**src/rtl/cronometro_pkg.sv**
```systemverilog
// Shared definitions for the stopwatch front-panel sequencer.
// Holds the FSM state encoding and the default tuning constants.
package cronometro_pkg;

    typedef enum logic [2:0] {
        ST_CONFIG   = 3'd0,
        ST_CONTANDO = 3'd1,
        ST_PARCIAL  = 3'd2,
        ST_ALARME   = 3'd3
    } estado_t;

    localparam int SEG_POR_MIN    = 60;
    localparam int DEB_CICLOS_PAD = 1000000;
    localparam int MIN_MAX_PAD    = 99;
    localparam int SEG_MAX_PAD    = 59;

endpackage

```
**src/rtl/debounce_botao.sv**
```systemverilog
// Debouncer for one active-low pushbutton: 2-FF synchroniser, stability
// counter and a single-cycle press pulse on the debounced 1->0 edge.
module debounce_botao #(
    parameter int DEB_CICLOS = 1000000
) (
    input  logic clk,
    input  logic reseta_n,
    input  logic btn_n_i,
    output logic press_o
);

    localparam int CW = (DEB_CICLOS > 1) ? $clog2(DEB_CICLOS) : 1;

    logic          sync1_q;
    logic          sync2_q;
    logic          deb_q;
    logic          deb_prev_q;
    logic [CW-1:0] cnt_q;
    logic [CW-1:0] cnt_d;
    logic          deb_d;

    // The counter only runs while the synchronised input disagrees with the
    // accepted level; any sample that agrees again discards the partial run.
    always_comb begin
        cnt_d = '0;
        deb_d = deb_q;
        if (sync2_q != deb_q) begin
            if (cnt_q == CW'(DEB_CICLOS - 1)) begin
                deb_d = sync2_q;
            end else begin
                cnt_d = cnt_q + CW'(1);
            end
        end
    end

    always_ff @(posedge clk or negedge reseta_n) begin
        if (!reseta_n) begin
            sync1_q    <= 1'b1;
            sync2_q    <= 1'b1;
            deb_q      <= 1'b1;
            deb_prev_q <= 1'b1;
            cnt_q      <= '0;
        end else begin
            sync1_q    <= btn_n_i;
            sync2_q    <= sync1_q;
            deb_q      <= deb_d;
            deb_prev_q <= deb_q;
            cnt_q      <= cnt_d;
        end
    end

    assign press_o = deb_prev_q & ~deb_q;

endmodule

```
**src/rtl/controle_cronometro.sv**
```systemverilog
// Front-panel sequencer: debounces the keys, holds the configured time and
// runs the mode FSM that drives the counter control lines.
module controle_cronometro
    import cronometro_pkg::*;
#(
    parameter int DEB_CICLOS = DEB_CICLOS_PAD,
    parameter int MIN_MAX    = MIN_MAX_PAD,
    parameter int SEG_MAX    = SEG_MAX_PAD
) (
    input  logic        clk,
    input  logic        reseta_n,
    input  logic        btn_cfg_n,
    input  logic        btn_start_n,
    input  logic        btn_zera_n,
    input  logic        btn_parcial_n,
    input  logic        btn_min_n,
    input  logic        btn_seg_n,
    input  logic        sw_modo,
    input  logic        tim1,
    output logic        sel,
    output logic [15:0] tempo,
    output logic        cfg,
    output logic        salve,
    output logic        pause,
    output logic        reseta,
    output logic        alarme,
    output logic [2:0]  estado
);

    logic    ev_cfg, ev_start, ev_zera, ev_parcial, ev_min, ev_seg;
    logic    tim1_ev;
    estado_t state_q;
    logic    cfg_q, salve_q, pause_q, reseta_q, alarme_q, sel_q, tim1_q;
    logic [6:0] min_q;
    logic [5:0] seg_q;
    logic [15:0] min_ext;

    debounce_botao #(.DEB_CICLOS(DEB_CICLOS)) u_deb_cfg (
        .clk(clk), .reseta_n(reseta_n), .btn_n_i(btn_cfg_n), .press_o(ev_cfg));
    debounce_botao #(.DEB_CICLOS(DEB_CICLOS)) u_deb_start (
        .clk(clk), .reseta_n(reseta_n), .btn_n_i(btn_start_n), .press_o(ev_start));
    debounce_botao #(.DEB_CICLOS(DEB_CICLOS)) u_deb_zera (
        .clk(clk), .reseta_n(reseta_n), .btn_n_i(btn_zera_n), .press_o(ev_zera));
    debounce_botao #(.DEB_CICLOS(DEB_CICLOS)) u_deb_parcial (
        .clk(clk), .reseta_n(reseta_n), .btn_n_i(btn_parcial_n), .press_o(ev_parcial));
    debounce_botao #(.DEB_CICLOS(DEB_CICLOS)) u_deb_min (
        .clk(clk), .reseta_n(reseta_n), .btn_n_i(btn_min_n), .press_o(ev_min));
    debounce_botao #(.DEB_CICLOS(DEB_CICLOS)) u_deb_seg (
        .clk(clk), .reseta_n(reseta_n), .btn_n_i(btn_seg_n), .press_o(ev_seg));

    assign tim1_ev = tim1 ^ tim1_q;

    // Event priority inside each running state is cfg > zera > tim1 > parcial.
    always_ff @(posedge clk or negedge reseta_n) begin
        if (!reseta_n) begin
            state_q  <= ST_CONFIG;
            cfg_q    <= 1'b1;
            salve_q  <= 1'b0;
            pause_q  <= 1'b0;
            reseta_q <= 1'b0;
            alarme_q <= 1'b0;
            sel_q    <= 1'b0;
            tim1_q   <= 1'b0;
            min_q    <= '0;
            seg_q    <= '0;
        end else begin
            tim1_q  <= tim1;
            salve_q <= 1'b0;
            case (state_q)
                ST_CONFIG: begin
                    sel_q <= sw_modo;
                    if (ev_min) begin
                        min_q <= (min_q == 7'(MIN_MAX)) ? 7'd0 : min_q + 7'd1;
                    end
                    if (ev_seg) begin
                        seg_q <= (seg_q == 6'(SEG_MAX)) ? 6'd0 : seg_q + 6'd1;
                    end
                    if (ev_zera) begin
                        min_q <= '0;
                        seg_q <= '0;
                    end
                    if (ev_start) begin
                        cfg_q   <= 1'b0;
                        salve_q <= 1'b1;
                        state_q <= ST_CONTANDO;
                    end
                end
                ST_CONTANDO: begin
                    if (ev_cfg) begin
                        cfg_q   <= 1'b1;
                        state_q <= ST_CONFIG;
                    end else if (ev_zera) begin
                        reseta_q <= ~reseta_q;
                    end else if (tim1_ev) begin
                        alarme_q <= 1'b1;
                        state_q  <= ST_ALARME;
                    end else if (ev_parcial) begin
                        pause_q <= 1'b1;
                        state_q <= ST_PARCIAL;
                    end
                end
                ST_PARCIAL: begin
                    if (ev_cfg) begin
                        cfg_q   <= 1'b1;
                        pause_q <= 1'b0;
                        state_q <= ST_CONFIG;
                    end else if (ev_zera) begin
                        reseta_q <= ~reseta_q;
                        pause_q  <= 1'b0;
                        state_q  <= ST_CONTANDO;
                    end else if (tim1_ev) begin
                        pause_q  <= 1'b0;
                        alarme_q <= 1'b1;
                        state_q  <= ST_ALARME;
                    end else if (ev_parcial) begin
                        pause_q <= 1'b0;
                        state_q <= ST_CONTANDO;
                    end
                end
                ST_ALARME: begin
                    if (ev_cfg) begin
                        cfg_q    <= 1'b1;
                        alarme_q <= 1'b0;
                        state_q  <= ST_CONFIG;
                    end else if (ev_zera) begin
                        reseta_q <= ~reseta_q;
                        alarme_q <= 1'b0;
                        state_q  <= ST_CONTANDO;
                    end
                end
                default: begin
                    cfg_q   <= 1'b1;
                    state_q <= ST_CONFIG;
                end
            endcase
        end
    end

    // min*60 as min*64 - min*4 keeps the conversion to shifts and adders.
    assign min_ext = {9'd0, min_q};
    assign tempo   = (min_ext << 6) - (min_ext << 2) + {10'd0, seg_q};

    assign sel    = sel_q;
    assign cfg    = cfg_q;
    assign salve  = salve_q;
    assign pause  = pause_q;
    assign reseta = reseta_q;
    assign alarme = alarme_q;
    assign estado = state_q;

endmodule

```
**config.mk**
```make
export PLATFORM = sky130hd
export DESIGN_NAME = controle_cronometro
export DESIGN_NICKNAME = d
export VERILOG_FILES = /design/src/rtl/cronometro_pkg.sv /design/src/rtl/debounce_botao.sv /design/src/rtl/controle_cronometro.sv
export SDC_FILE = /design/constraint.sdc
export NUM_CORES = 1
export LEC_CHECK = 0
export CORE_UTILIZATION = 43
export DETAILED_ROUTE_END_ITERATION = 7
export PLACE_DENSITY_LB_ADDON = 0.3
export SETUP_SLACK_MARGIN = 0.5
export SLEW_MARGIN = 20
export SYNTH_ARGS = -nofsm -noshare
export SYNTH_HDL_FRONTEND = slang
export SYNTH_SLANG_ARGS = --single-unit
```
**constraint.sdc**
```tcl
create_clock -name clk -period 4 [get_ports clk]
set_input_delay 1.2 -clock clk [delete_from_list [all_inputs] [get_ports clk]]
set_output_delay 1.2 -clock clk [all_outputs]
set_load 0.03 [all_outputs]
```
# == Word-level counts from Yosys, hierarchy flattened ==
# Index checks and enable logic that the tools add are counted.
# totals
elab_cells,165
out_inout_bits,25
ff_bits,167
# classes
eq_ne,30
add_sub_neg,10
n_bitwise,15
mux,50
n_reduce_logical,20
# ops
cell,count
2-to-1 mux 20 bit,12
"adder 20 x 1 -> 20 bit, second input constant",6
"equality test 20 bit, second input constant",6
2-to-1 mux 3 bit,11
2-to-1 mux 7 bit,3
2-to-1 mux 6 bit,3
AND reduction 2 bit,9
2-to-1 mux 1 bit,17
adder 14 x 7 -> 15 bit,1
"inequality test 2 bit, second input constant",7
subtractor 13 x 9 -> 14 bit,1
case mux 3 bit (4 select lines),1
AND reduction 5 bit,2
NOT 1 bit,8
nonzero test 2 bit,4
"adder 7 x 1 -> 7 bit, second input constant",1
"equality test 7 bit, second input constant",1
"adder 6 x 1 -> 6 bit, second input constant",1
AND 1 bit,6
"equality test 3 x 2 -> 1 bit, second input constant",2
"equality test 6 bit, second input constant",1
inequality test 1 bit,6
"inequality test 3 bit, second input constant",2
case mux 1 bit (2 select lines),3
other kinds (10),11

# == Logic depth before layout (Yosys ltp) ==
# Gate-level depths: netlist of the first run.
# depth
ltp_word,7
ltp_mapped,11
depth_no_buf,10

# == Cells and area by module ==
# Synthesis of the first run repeated with hierarchy kept, for this count alone.
# hier_totals
hier_cells,855
area_unflattened_um2,8772.2
# by_module_without_submodules
mod,n_inst,area_each_um2,cells_each,seq_area_each_um2
debounce_botao (u_deb_min ...),4,1151.1,108,605.6
controle_cronometro,1,1870.5,203,551.8
debounce_botao (u_deb_zera),1,1151.1,110,605.6
debounce_botao (u_deb_cfg),1,1146.1,110,605.6

# == Least setup slack after synthesis of the first run ==
# Ideal clock, no wire load.
# synth_path
path_type,flip-flop to output port
start,reg min_q[5]
end,out tempo[15]
stages_incl_launch_ff,11
slack_ns,-0.083
path_buffers,3
t_arrival_ns,2.883
required_ns,2.800
path_cell_list,dfrtp_1 -> clkbuf_1 -> inv_1 -> ha_1 -> buf_2 -> and4bb_1 -> nand3_1 -> o311ai_2 -> and4bb_4 -> a21oi_1 -> buf_4
# synth_via
elab_chain_cells,2
# synth_rtl
item,line_no,source
from (decl),controle_cronometro.sv:34,logic [6:0] min_q;
from (signal assigned),controle_cronometro.sv:73,min_q <= (min_q == 7'(MIN_MAX)) ? 7'd0 : min_q + 7'd1;
subtractor 13 x 9 -> 14 bit,controle_cronometro.sv:141,"assign tempo = (min_ext << 6) - (min_ext << 2) + {10'd0, seg_q};"
adder 14 x 7 -> 15 bit,controle_cronometro.sv:141,
to (decl),controle_cronometro.sv:21,"output logic [15:0] tempo,"
# Every way passes these cells.

# == Worst setup path in the final report of the first run ==
# layout_path
start,reg min_q[0]
end,out tempo[13]
# The elaborated chain is that of the path after synthesis.

==> results of run 1 <==
cell families (layout without fill, tap and decap cells):
group                    after synthesis  in the layout  synth area share
AO/OA/AOI/OAI                         86             86           0.06560
buffers and inverters                 50            128           0.02597
multiplexers                          10             10           0.01306
flip-flops                           166            166            0.4964
AND/OR/NAND/NOR                      411            411            0.2386
adder cells (fa/ha/maj)               21             21           0.03206
XOR/XNOR                             123            123            0.1278
other                                  1              1         0.0004448
per-layer routing:
metal,part of all wire,vias up,global-route usage
met1,0.49,2985,0.2275
met5,0,-,0
met3,0.023,16,0.03365
met4,0.013,0,0.06395
li1,-,3071,-
met2,0.47,67,0.2624
power by group:
group	internal, W	switching (W)
Clock	0.000904	0.000661
Sequential	0.00171	0.0000182
Combinational	0.0000297	0.0000692
per-stage QoR:
| stage | hold slack, ns | setup slack [ns] | std cells | TNS [ns] | power (W) |
|---|---|---|---|---|---|
| 3_3_place_gp | 0.3453 | 0.1434 | 1145 | 0 | 0.001856 |
| 5_1_grt | 0.3597 | -0.1188 | 1206 | -0.4157 | 0.003522 |
| 6_report | 0.3547 | -0.007875 | 1206 | -0.01386 | 0.003388 |
| 2_1_floorplan | 0.3452 | 0.4303 | 868 | 0 | 0.001798 |
| 3_5_place_dp | 0.3468 | 0.1157 | 1145 | 0 | 0.001858 |
| 4_1_cts | 0.3563 | 0.004688 | 1199 | 0 | 0.003437 |
how the worst max path moves through the flow:
stage                endpoint  slack, ns  depth (start not counted)
finish              tempo[13]     -0.008                         12
global route        tempo[13]      -0.12                         12
CTS                 tempo[11]      0.005                         11
detailed placement   tempo[9]       0.12                         11
global placement     tempo[9]       0.14                         11
floorplan           tempo[15]       0.43                          9
repair_timing:
action                                  4_1_cts  5_1_grt
resized for setup                            57       31
setup buffers                                22        7
endpoints found under the setup margin       13       12
pin swaps                                    25       20
layout make-up:
type	instances	share of cell area
multi-input cells	652	0.4256
flip-flops and latches	166	0.4115
repair buffers	71	0.06504
clock buffers	21	0.04623
well taps	260	0.03197
clock inverters	11	0.009959
inverters	25	0.009714
registers in the layout, indices dropped and copies added, names as in the netlist, 2 cells and up:
| signal | flops |
|---|---|
| estado | 2 |
| min_q | 7 |
| seg_q | 6 |
| u_deb_cfg.cnt_q | 20 |
| u_deb_min.cnt_q | 20 |
| u_deb_parcial.cnt_q | 20 |
| u_deb_seg.cnt_q | 20 |
| u_deb_start.cnt_q | 20 |
| u_deb_zera.cnt_q | 20 |
synth_stat cells (all sizes together), types with 4 or more instances:
| master | instances |
|---|---|
| inv | 25 |
| and3 | 17 |
| xor2 | 65 |
| nand3 | 60 |
| nand2 | 64 |
| nand4 | 17 |
| nand3b | 4 |
| a21oi | 18 |
| o31ai | 6 |
| dfstp | 25 |
| nand2b | 14 |
| o21ai | 34 |
| nor4 | 14 |
| buf | 12 |
| nor2b | 12 |
| or2 | 5 |
| nor4b | 9 |
| dfrtp | 141 |
| ha | 20 |
| xnor2 | 58 |
| nor3 | 15 |
| mux2 | 8 |
| or3 | 12 |
| nor2 | 158 |
| clkbuf | 13 |
==> results by stage, run 1 <==
Status:
- The flow ran to the end, but the final reports show violations.
- The checks that failed: setup timing.

Detailed routing:
- For this run, design rule violations remaining after detail routing come to 0.
- The pre-antenna-repair detailed-routing pass consisted of 4 iterations.
- The via total after detailed routing is 6,139.
- The detail-routed net length per standard cell is 13.45 um.
- The via count normalized by instance count is 5.090.
- The count of routing violations after the opening detailed-route iteration is 364.
- The sum of routed wire length over all layers is 16,220 um.
- The number of antenna-violating nets in the routed design is 0.

Timing:
- Based on the critical path, the design can be clocked at up to 249.5 MHz.
- The transition time at the pin with the least slew margin is 0.8233 ns.
- The number of pins exceeding their max-slew limit in the final report was 0.
- Setup violations remaining at the end of the flow were counted as 2.
- Setup repair after global routing could not meet its margin everywhere.
- The worst pin sits at a relative slew slack of 0.4512.
- Dividing the final minimum period by the clock period gives 1.002.
- Across all setup checks in the final design, the least slack found is -0.007875 ns.
- Counting I/O delays and the setup requirement, the final critical path takes 4.008 ns.
- The post-route clock skew is 0.008652 ns.
- The final hold violation count came to 0.

Critical path:
- The worst setup path is of the flop to output pin kind.
- For flop-to-flop paths, the worst setup slack is 1.55 ns.
- The element type at the critical path start is a flop.
- At the worst endpoint, the required time is 2.80 ns.
- Of all nets on the critical path, the largest fanout is 5.
- Walking the worst path, the cells encountered are inv_4, ha_4, xnor2_2, ha_4, o21ai_2, o21bai_1, o211ai_1, buf_4, nor3_4, nand2_2, xor2_2, buf_6.
- Data on the critical path arrives at its endpoint at 2.81 ns.
- The worst reg2reg path depth is 6.
- The number of buffers and inverters on the critical path is 3.
- The cell that appears most often on the critical path is ha_4.
- The worst-path cell with the longest stage delay is dfrtp_2.
- The worst flop-to-flop path endpoint is u_deb_parcial.cnt_q[12].
- The family of cells with the greatest summed delay on the critical path is flip-flops.
- The largest incremental delay on the critical path is 0.47 ns.
- The nature of the critical path endpoint is an output pin.
- The startpoint of the most critical register-to-register path is u_deb_parcial.cnt_q[0].
- The critical path starts at min_q[0].

Power:
- The largest vdd supply drop is 0.3103 mV.
- The analysis attributes to cell leakage a power of 4.322 nW.
- For this design the ratio of total power to cell area is 333.0 nW/um^2.

CTS:
- The clock-pin slew on the worst setup and hold paths is 0.06 ns.
- The root buffer selected by CTS is clkbuf_16.
- The clock net in this run drives a total of 166 sinks.
- In this run, CTS created clock tree buffers numbering 17.
- The clock latency on the worst-skew pair is 0.43 ns.
- TritonCTS built the clock tree.
- CTS built an H-tree with a depth of 4.
- Counting along the longest clock path gives a buffer depth of 2.
- The quantity of hold-fixing buffers added after cts is 0.

Placed design:
- The placed instances occupy a cell area of 9143 um^2.
- The count of buffers added on input and output ports is 33.
- The detailed placement HPWL is 10,510 um.
- Routability-driven placement finished with a final weighted congestion of 0.8229.

Synth:
- The netlist uses 59 different library cells.
- Of all cell types, the one taking the most synthesized area is dfrtp_1.
- After synthesis, the share of flip-flops with an asynchronous set or reset is 1.000.
- The most used flip-flop cell after synthesis is dfrtp_1.
- The share of the Yosys chip area taken by registers is 0.4964.
- During synthesis, Yosys emitted a total of 0 warnings.
- The share of synthesized area in the top cell type comes to 0.4185.
- Synthesis produced 868 cells.
- The number of enable-type register cells in the synthesized netlist is 0.
- The area of the mapped netlist is 8431 um^2.
- In this run the mean area of a mapped cell was 9.713 um^2.
- After synthesis, the cell types taking the most area are dfrtp_1 (42%), dfstp_2 (7.8%), nor2_1 (7.0%).
- Counting every net in the synthesized netlist gives 899.
- The number of flip-flops and latches in the synthesized netlist is 166.

Die:
- The effective utilization at floorplan is 0.4448.
- The placement row count is 50.
- From left edge to right edge, the die measures 142.0 um.
- After floorplanning, the core was sized to cover 18,960 um^2.
- The die outline area is 20,170 um^2.
- The floorplan step set the die height to 142.0 um.
- The number of top-level pins is 35.

Global routing:
- The wire length of the first global-routing pass is 26,920 um.
- The largest net degree at the start of global routing is 88.
- The total global routing track utilization is 0.1670.
- The initial antenna violation count came to 0.
- The total congestion overflow after global routing is 0.
- The via count of the first global-routing pass is 5,694.

Finish:
- The number of fill cells in the layout is 1,666.
- The count of inserted antenna diode cells is 0.
- The library cell used most frequently in the layout, excluding fill and tap cells, is nor2_1.
- The growth of design area from synthesis to finish is 20.70%.
- The library cells used most frequently in the layout, excluding fill and tap cells, are nor2_1 (158), dfrtp_1 (139), xor2_1 (63), nand2_1 (62), nand3_1 (59).
- The footprint of the flip-flops and latches is 4188 um^2.
- In the final layout, the share of cells above drive strength 1 is 0.1808.
- The final-stage net count is 964.
- The total area of multi-input combinational cells is 4330 um^2.
- At the end of the flow the core is filled with cells to 0.5368.
- The area of all placed cells without fillers is 10,180 um^2.

Min path:
- The count of cells along the worst hold path is 0.
- The startpoint identified for the worst hold timing path is u_deb_cfg.sync1_q.
- The endpoint of the worst hold path is u_deb_cfg.sync2_q.
- The kind of path behind the tightest hold check is flop to flop.

Job:
- Max-cap violations in this run came to 0.
Note: power is estimated with default switching activity, not from simulation.
==> inputs of run 2 (changes only) <==
--- a/config.mk
+++ b/config.mk
@@ -5,6 +5,7 @@
 export SDC_FILE = /design/constraint.sdc
 export NUM_CORES = 1
 export LEC_CHECK = 0
+export CORE_MARGIN = 4
 export CORE_UTILIZATION = 43
 export DETAILED_ROUTE_END_ITERATION = 7
 export PLACE_DENSITY_LB_ADDON = 0.3
==> results by stage, run 2 (synthesis results as in run 1) <==
Global routing:
- The total congestion overflow after global routing is 0.
- The via count of the first global-routing pass is 5,962.
- The largest net degree at the start of global routing is 65.
- The total global routing track utilization is 0.1492.
- The initial antenna violation count is 0.
- The first global-routing pass estimated 27,540 um of wire.

CTS:
- The number of clock buffers added by TritonCTS is 17.
- The clock drives 166 sinks.
- Clock latency on the worst-skew pair, taken at its later pin, is 0.42 ns.
- The clock passes through at most 2 buffers.
- TritonCTS built the clock tree.
- The cell sitting at the root of the clock tree is a clkbuf_16.
- The H-tree depth is 4.
- The clock-pin slew on the worst setup and hold paths is 0.07 ns.

Min path:
- The endpoint of the worst hold path is u_deb_parcial.sync2_q.
- The worst hold path startpoint is u_deb_parcial.sync1_q.
- The min-delay analysis places its worst path in the category flop to flop.
- The worst hold path was traced through 0 stages.

Critical path:
- Broken down by cell family, the worst path's largest delay share belongs to adder cells.
- The setup path with the least slack is of type flop to output pin.
- In this run the register-to-register setup slack is 1.65 ns.
- The worst-path cell with the longest stage delay is dfrtp_2.
- The startpoint identified for the worst register-to-register timing path is u_deb_parcial.cnt_q[0].
- On the worst path, the slowest cell contributes a delay of 0.46 ns.
- Counting both buffers and inverters, the worst setup path holds a total of 3.
- The worst flop-to-flop path endpoint is u_deb_parcial.cnt_q[6].
- Of all nets on the critical path, the largest fanout is 6.
- The signal on the critical path passes through inv_4, ha_4, ha_4, a211oi_2, o21bai_2, o211ai_1, buf_4, nor3_4, nand2_2, xor2_2, buf_4.
- STA classifies the critical path startpoint as a flop.
- The data required time at the worst endpoint is 2.80 ns.
- The nature of the critical path endpoint is an output pin.
- STA puts the critical path data arrival time at 2.77 ns.
- The worst reg2reg path depth is 6.

Power:
- The share of total power dissipated in sequential elements is 0.491.
- The switching power as a share of total power is 0.2188.
- The share of power burned in the clock network is 0.481.
- The power density relative to cell area is 348.0 nW/um^2.
- Of the total power, combinational logic draws 0.028.
- In this run the static leakage power is 4.290 nW.
- In this run the power spent charging and discharging nets is 0.0007684 W.
- IR analysis of the VDD net gives a maximum drop of 0.2904 mV.
- The internal portion of the total power is 0.002744 W.

Timing:
- The final hold violation count is 0.
- The share of the cycle needed by the critical path after routing is 0.9925.
- Setup violations remaining at the end of the flow were counted as 0.
- For the pin with the worst max-slew slack, the measured transition is 0.7661 ns.
- For the final database, setup skew stands at 0.01237 ns.
- The final critical delay including setup and external delays is 3.970 ns.
- Setup repair after global routing could not meet its margin everywhere.
- The setup TNS after final layout is 0 ns.
- The highest attainable clock frequency is 251.9 MHz.
- The number of pins exceeding their max-slew limit in the final report is 0.
- Measured against its own limit, the worst slew margin works out to 0.4853.

Detailed routing:
- The detail-routed net length per standard cell is 13.17 um.
- The first routing iteration left 200 violations.
- The count of nets left with antenna violations once routing finished came out at 0.
- Wires add up to 15,850 um.
- The via total after detailed routing is 6,096.
- The detailed-routing iteration count for the pre-antenna-repair pass is 5.
- The via count normalized by instance count is 5.063.
- The detailed-route DRC error count is 0.

Placed design:
- The count of port buffers added during placement is 33.
- The final estimated routing congestion in global placement is 0.7843.
- Once placement finished, the instance area stood at 9160 um^2.
- The detailed placement HPWL is 10,620 um.

Die:
- The placement row count is 50.
- The core region is 19,020 um^2.
- The effective utilization at floorplan is 0.4433.
- The number of top-level pins is 35.
- The die outline area is 21,910 um^2.
- The die is 148.0 um wide.
- The die height is 148.0 um.

Finish:
- The library cell used most frequently in the layout, excluding fill and tap cells, is nor2_1.
- The number of fill cells in the layout is 1,732.
- The growth of design area from synthesis to finish is 19.71%.
- The library cells used most frequently in the layout, excluding fill and tap cells, are nor2_1 (158), dfrtp_1 (139), xor2_1 (64), nand2_1 (63), nand3_1 (59).
- The final-stage net count is 962.
- After routing the design area is 10,090 um^2.
- The repair_antennas step left the layout with diodes totalling 0.
- The share of post-route cells with drive strength above 1 is 0.1716.

Job:
- The number of max-cap violations is 0.

Status:
- The flow ran to the end, and the final reports show no timing, DRC or antenna violations.
run 2: what timing repair did:
item / 4_1_cts / 5_1_grt
resized for setup: 49 / 18
endpoints found under the setup margin: 13 / 11
buffers inserted: 19 / 4
pin swaps: 22 / 14
hold buffers: 0 / 0
run 2: layout make-up:
type / count / area, um^2 / share of cell area
Clock buffer: 19 / 442.9 / 0.04389
Clock inverter: 13 / 168.9 / 0.01674
Inverter: 25 / 96.34 / 0.009546
Multi-Input combinational cell: 652 / 4269 / 0.4230
Sequential cell: 166 / 4188 / 0.4150
Tap cell: 260 / 325.3 / 0.03223
Timing Repair Buffer: 69 / 601.8 / 0.05963
run 2: worst reg2reg max path, cell delays in order, from the launching register on:
cell	delay [ns]
dfrtp_1	0.39
ha_1	0.22
inv_1	0.06
or3_1	0.41
nor4_1	0.39
nand2b_1	0.62
nor2_1	0.12
run 2: how the worst max path moves through the flow:
stage	start	endpoint	cells after the start
final	min_q[0]	tempo[13]	11
after global routing	min_q[0]	tempo[11]	11
after CTS	min_q[0]	tempo[11]	11
after detailed placement	min_q[1]	tempo[9]	11
after global placement	min_q[1]	tempo[9]	11
after floorplan	min_q[4]	tempo[15]	9
run 2: per-layer routing:
| metal | vias to the layer above | GRT usage | share of wire |
|---|---|---|---|
| met5 | - | 0 | 0 |
| met1 | 2946 | 0.2046 | 0.49 |
| met4 | 0 | 0.03972 | 0.014 |
| met2 | 66 | 0.2425 | 0.47 |
| met3 | 19 | 0.03127 | 0.028 |
| li1 | 3065 | - | - |
run 2: through the flow:
stage,setup slack [ns],hold slack (ns),instances,power (W),utilization
after global routing,-0.1356,0.3577,1204,0.003649,0.5307
after floorplan,0.4303,0.3452,868,0.001798,-
after CTS,0.007354,0.3565,1200,0.003553,0.5256
after detailed placement,0.09013,0.3468,1149,0.001857,0.4816
final,0.03000,0.3568,1204,0.003512,0.5307
after global placement,0.1283,0.3456,1149,0.001855,0.4816
run 2: power groups by stage:
| stage | Combinational, W | Clock, W | Sequential (W) |
|---|---|---|---|
| CTS | 0.000103 | 0.00173 | 0.00172 |
| global placement | 0.000102 | 0 | 0.00175 |
| detailed placement | 0.000102 | 0 | 0.00175 |
| global route | 0.000116 | 0.00181 | 0.00173 |
| floorplan | 0.0000478 | 0 | 0.00175 |
| finish | 0.0000973 | 0.00169 | 0.00172 |
==> inputs of run 3 (changes only) <==
--- a/config.mk
+++ b/config.mk
@@ -13,4 +13,5 @@
 export SLEW_MARGIN = 20
 export SYNTH_ARGS = -nofsm -noshare
 export SYNTH_HDL_FRONTEND = slang
+export SYNTH_HIERARCHICAL = 1
 export SYNTH_SLANG_ARGS = --single-unit
==> results by stage, run 3 <==
Status:
- The run finished with clean final reports.

Synth:
- The commonest cells after synthesis are dfrtp_1 (141), nor2_1 (106), nand2_1 (57).
- The share of synthesized area in the top cell type comes to 0.4022.
- The cell taking the most area after synthesis is dfrtp_1.
- The most used flip-flop cell after synthesis is dfrtp_1.
- After synthesis, the largest family of logic cells by area is simple AND/OR/NAND/NOR gates.
- Synthesis produced a netlist with a net count of 886.
- The number of distinct library cell variants in the gate-level netlist after synthesis is 72.
- For this run, the register share of the synthesized area comes to 0.4771.
- After synthesis, the cell types taking the most area are dfrtp_1 (40%), dfstp_2 (7.5%), xnor2_1 (5.0%).
- In this run the cell area of the synthesized design comes to 8772 um^2.
- The synthesized-area fraction occupied by ao, oa, aoi and oai cells is 0.1001.
- Of the total synthesized cell area, the portion taken by XOR and XNOR cells is 0.1026.
- The most common cell in the netlist is dfrtp_1.
- Of the total synthesized cell area, the portion taken by full adders, half adders and majority gates is 0.03081.
- Counting every instance in the synthesized netlist gives 855.
- The number of enable-type register cells in the synthesized netlist is 0.
- Yosys printed 6 warnings.
- Dividing the synthesized area by the synthesized cell count gives 10.26 um^2.
- The portion of synthesized area spent on multiplexers is 0.01127.
- The number of flip-flops and latches in the synthesized netlist is 166.
- The post-synthesis simple-gate area fraction is 0.2533.
- For this run, asynchronously set or reset flops after synthesis account for 1.000.

Die:
- Row generation in the floorplan step produced 51 rows.
- From bottom edge to top edge, the die measures 150.8 um.
- For this configuration, the core starts out at a cell density of 0.4435.
- The width of the chip is 150.8 um.
- The die covers 22,750 um^2.
- For this design the top-level I/O count stands at 35.
- The standard cell core area is 19,780 um^2.

Power:
- IR analysis of the VDD net gives a maximum drop of 0.2727 mV.
- Summed over all cells, the static leakage comes to 4.358 nW.
- The power density relative to cell area is 365.1 nW/um^2.

Min path:
- The kind of path behind the tightest hold check is flop to flop.

Job:
- Across the run, the number of max-cap violations was 0.

Global routing:
- The via count of the first global-routing pass is 6,135.
- The initial antenna violation count is 0.
- The total global routing track utilization is 0.1577.
- The largest net degree at the start of global routing is 58.
- The first global-routing pass estimated 29,370 um of wire.
- For this run the aggregate overflow at the end of global routing stands at 0.

Critical path:
- The largest single stage delay on the critical path is 0.44 ns.
- The largest individual stage delay along the critical path comes from the cell dfrtp_2.
- The most common cell type on the critical path is buf_4.
- The critical path is of the flop to output pin type.
- The worst setup path is captured at an output pin.
- Traced cell by cell, the critical path runs through buf_4, ha_4, nor4bb_4, o31a_2, a21oi_2, buf_4, nand4b_4, o211a_4, buf_4.
- The element type at the critical path start is a flop.
- The arrival time reported for the critical path endpoint is 2.66 ns.
- For the worst setup path, the data required time is 2.80 ns.
- The biggest fanout along the worst timing path is 4.

Timing:
- At the pin with the least slew margin, the transition time is 1.092 ns.
- The worst path in the final design needs a cycle of 3.864 ns, including I/O delays and setup.
- Setup violations remaining at the end of the flow were counted as 0.
- The setup TNS after final layout is 0 ns.
- Dividing the final minimum period by the clock period gives 0.9660.
- The relative slew slack is 0.2706.
- In the post-route analysis, the smallest setup slack over all paths is 0.1359 ns.
- The post-route clock skew is 0.006059 ns.
- Setup repair after global routing could not meet its margin everywhere.
- The final hold violation count is 0.
- The highest attainable clock frequency is 258.8 MHz.
- The number of pins exceeding their max-slew limit in the final report is 0.

Placed design:
- Timing analysis after detailed placement gives a worst setup slack of 0.09416 ns.
- Input and output buffers added on the ports amount to 33.
- The detailed placement HPWL is 11,270 um.
- The final estimated routing congestion in global placement is 0.7942.

Detailed routing:
- The via count normalized by instance count is 5.365.
- The via total after detailed routing is 6,400.
- After detailed routing, the number of remaining DRC violations is 0.
- The detailed-routing iteration count for the pre-antenna-repair pass is 4.
- The count of routing violations after the opening detailed-route iteration is 369.
- The sum of routed wire length over all layers is 17,160 um.
- The detail route stage leaves a number of antenna-violating nets equal to 0.
- The detail-routed net length per standard cell is 14.38 um.

CTS:
- The clock-pin slew on the worst setup and hold paths is 0.06 ns.
- CTS placed an instance of clkbuf_16 at the clock tree root.
- The clock latency on the worst-skew pair is 0.42 ns.
- The clock tree from TritonCTS is done.
- The clock passes through at most 2 buffers.
- The quantity of hold-fixing buffers added after cts is 0.
- The number of buffers inserted during clock tree synthesis is 17.
- The clock net in this run drives a total of 166 sinks.
- The H-tree depth is 4.

Finish:
- Leaving out fill and tap cells, the most frequent cells in the layout are dfrtp_1 (138), nor2_1 (106), nand2_1 (55), xor2_1 (49), nand3_1 (49).
- Of the cells placed in the final design, the portion with a size suffix greater than 1 is 0.1929.
- In the final design database the tool counted 946 nets.
- The most frequent standard cell in the layout excluding fill and tap cells is dfrtp_1.
- The count of inserted antenna diode cells is 0.
- The number of fill cells in the layout is 1,771.
- From synthesis to final layout, the design area changed by 18.47%.
[run 3: cell count changes after synthesis, moves of 11 or more]
cell,previous run,this run
or3_1,12,27
and4_1,3,21
nor2_1,158,106
buf_2,7,18
xor2_1,65,49
or4_1,1,15
nand2b_1,14,2
a21oi_1,18,39
[run 3: repair_timing]
item	4_1_cts	5_1_grt
endpoints found under the setup margin	13	12
cloned	0	0
pin swaps	17	11
hold endpoints to repair	0	0
gates resized for setup	57	16
setup buffers	17	7
[run 3: final cells by class]
class	instances	area, um^2	share of cell area
Clock buffer	18	439.2	0.04226
Clock inverter	14	198.9	0.01914
Inverter	16	61.31	0.005899
Multi-Input combinational cell	646	4561	0.4388
Sequential cell	166	4189	0.4031
Tap cell	265	331.6	0.03190
Timing Repair Buffer	68	611.8	0.05887
[run 3: path summary, 6_finish.rpt]
| kind | start | end | slack (ns) | depth (start not counted) |
|---|---|---|---|---|
| min | u_deb_parcial/sync1_q | u_deb_parcial/sync2_q | 0.36 | 0 |
| min reg2reg | u_deb_parcial/sync1_q | u_deb_parcial/sync2_q | 0.36 | 0 |
| max in group asynchronous | reseta_n | u_deb_min/sync2_q | 2.44 | 2 |
| max | min_q[0] | tempo[15] | 0.14 | 9 |
| min in group asynchronous | reseta_n | u_deb_seg/cnt_q[16] | 0.74 | 1 |
| max reg2reg | u_deb_zera/deb_prev_q | seg_q[4] | 1.46 | 4 |
[run 3: metal layers]
metal  wire (um)  track usage  vias up
met5           0            0        -
met4         234      0.05168        0
met3         536      0.02932       20
met2        8021       0.2438       94
met1        8364       0.2249     3092
li1            -            -     3194
[run 3: kinds of logic (layout without fill, tap and decap cells)]
group | after synthesis | in the layout
compound gates | 127 | 127
buf+inv | 43 | 116
simple gates | 387 | 387
xor+xnor | 101 | 101
fa+ha+maj | 21 | 21
flops | 166 | 166
other cells | 1 | 1
mux | 9 | 9
[run 3: where the power goes]
part	leakage [nW]	internal (W)	switching, W
registers	2.20	0.00172	0.0000346
clock network	0.300	0.00107	0.000680
logic	1.86	0.000108	0.000183
total	4.36	0.00290	0.000897
[run 3: through the flow]
stage | hold slack (ns) | instances | cell area [um^2] | utilization | total power, W
global placement | 0.3463 | 1137 | 9423 | 0.4763 | 0.002074
global route | 0.3610 | 1193 | 10390 | 0.5254 | 0.003959
floorplan | 0.3452 | 855 | 8828 | - | 0.001953
CTS | 0.3570 | 1186 | 10300 | 0.5208 | 0.003844
detailed placement | 0.3475 | 1137 | 9423 | 0.4763 | 0.002076
finish | 0.3560 | 1193 | 10390 | 0.5254 | 0.003795
[run 3: critical path: cells and delay by family (launching register included)]
kind,cells,cell delay (ns)
AOI/OAI and AO/OA,3,0.79
adders and majority gates,1,0.24
buffers and inverters,3,0.47
DFF,1,0.44
and+or+nand+nor,2,0.31
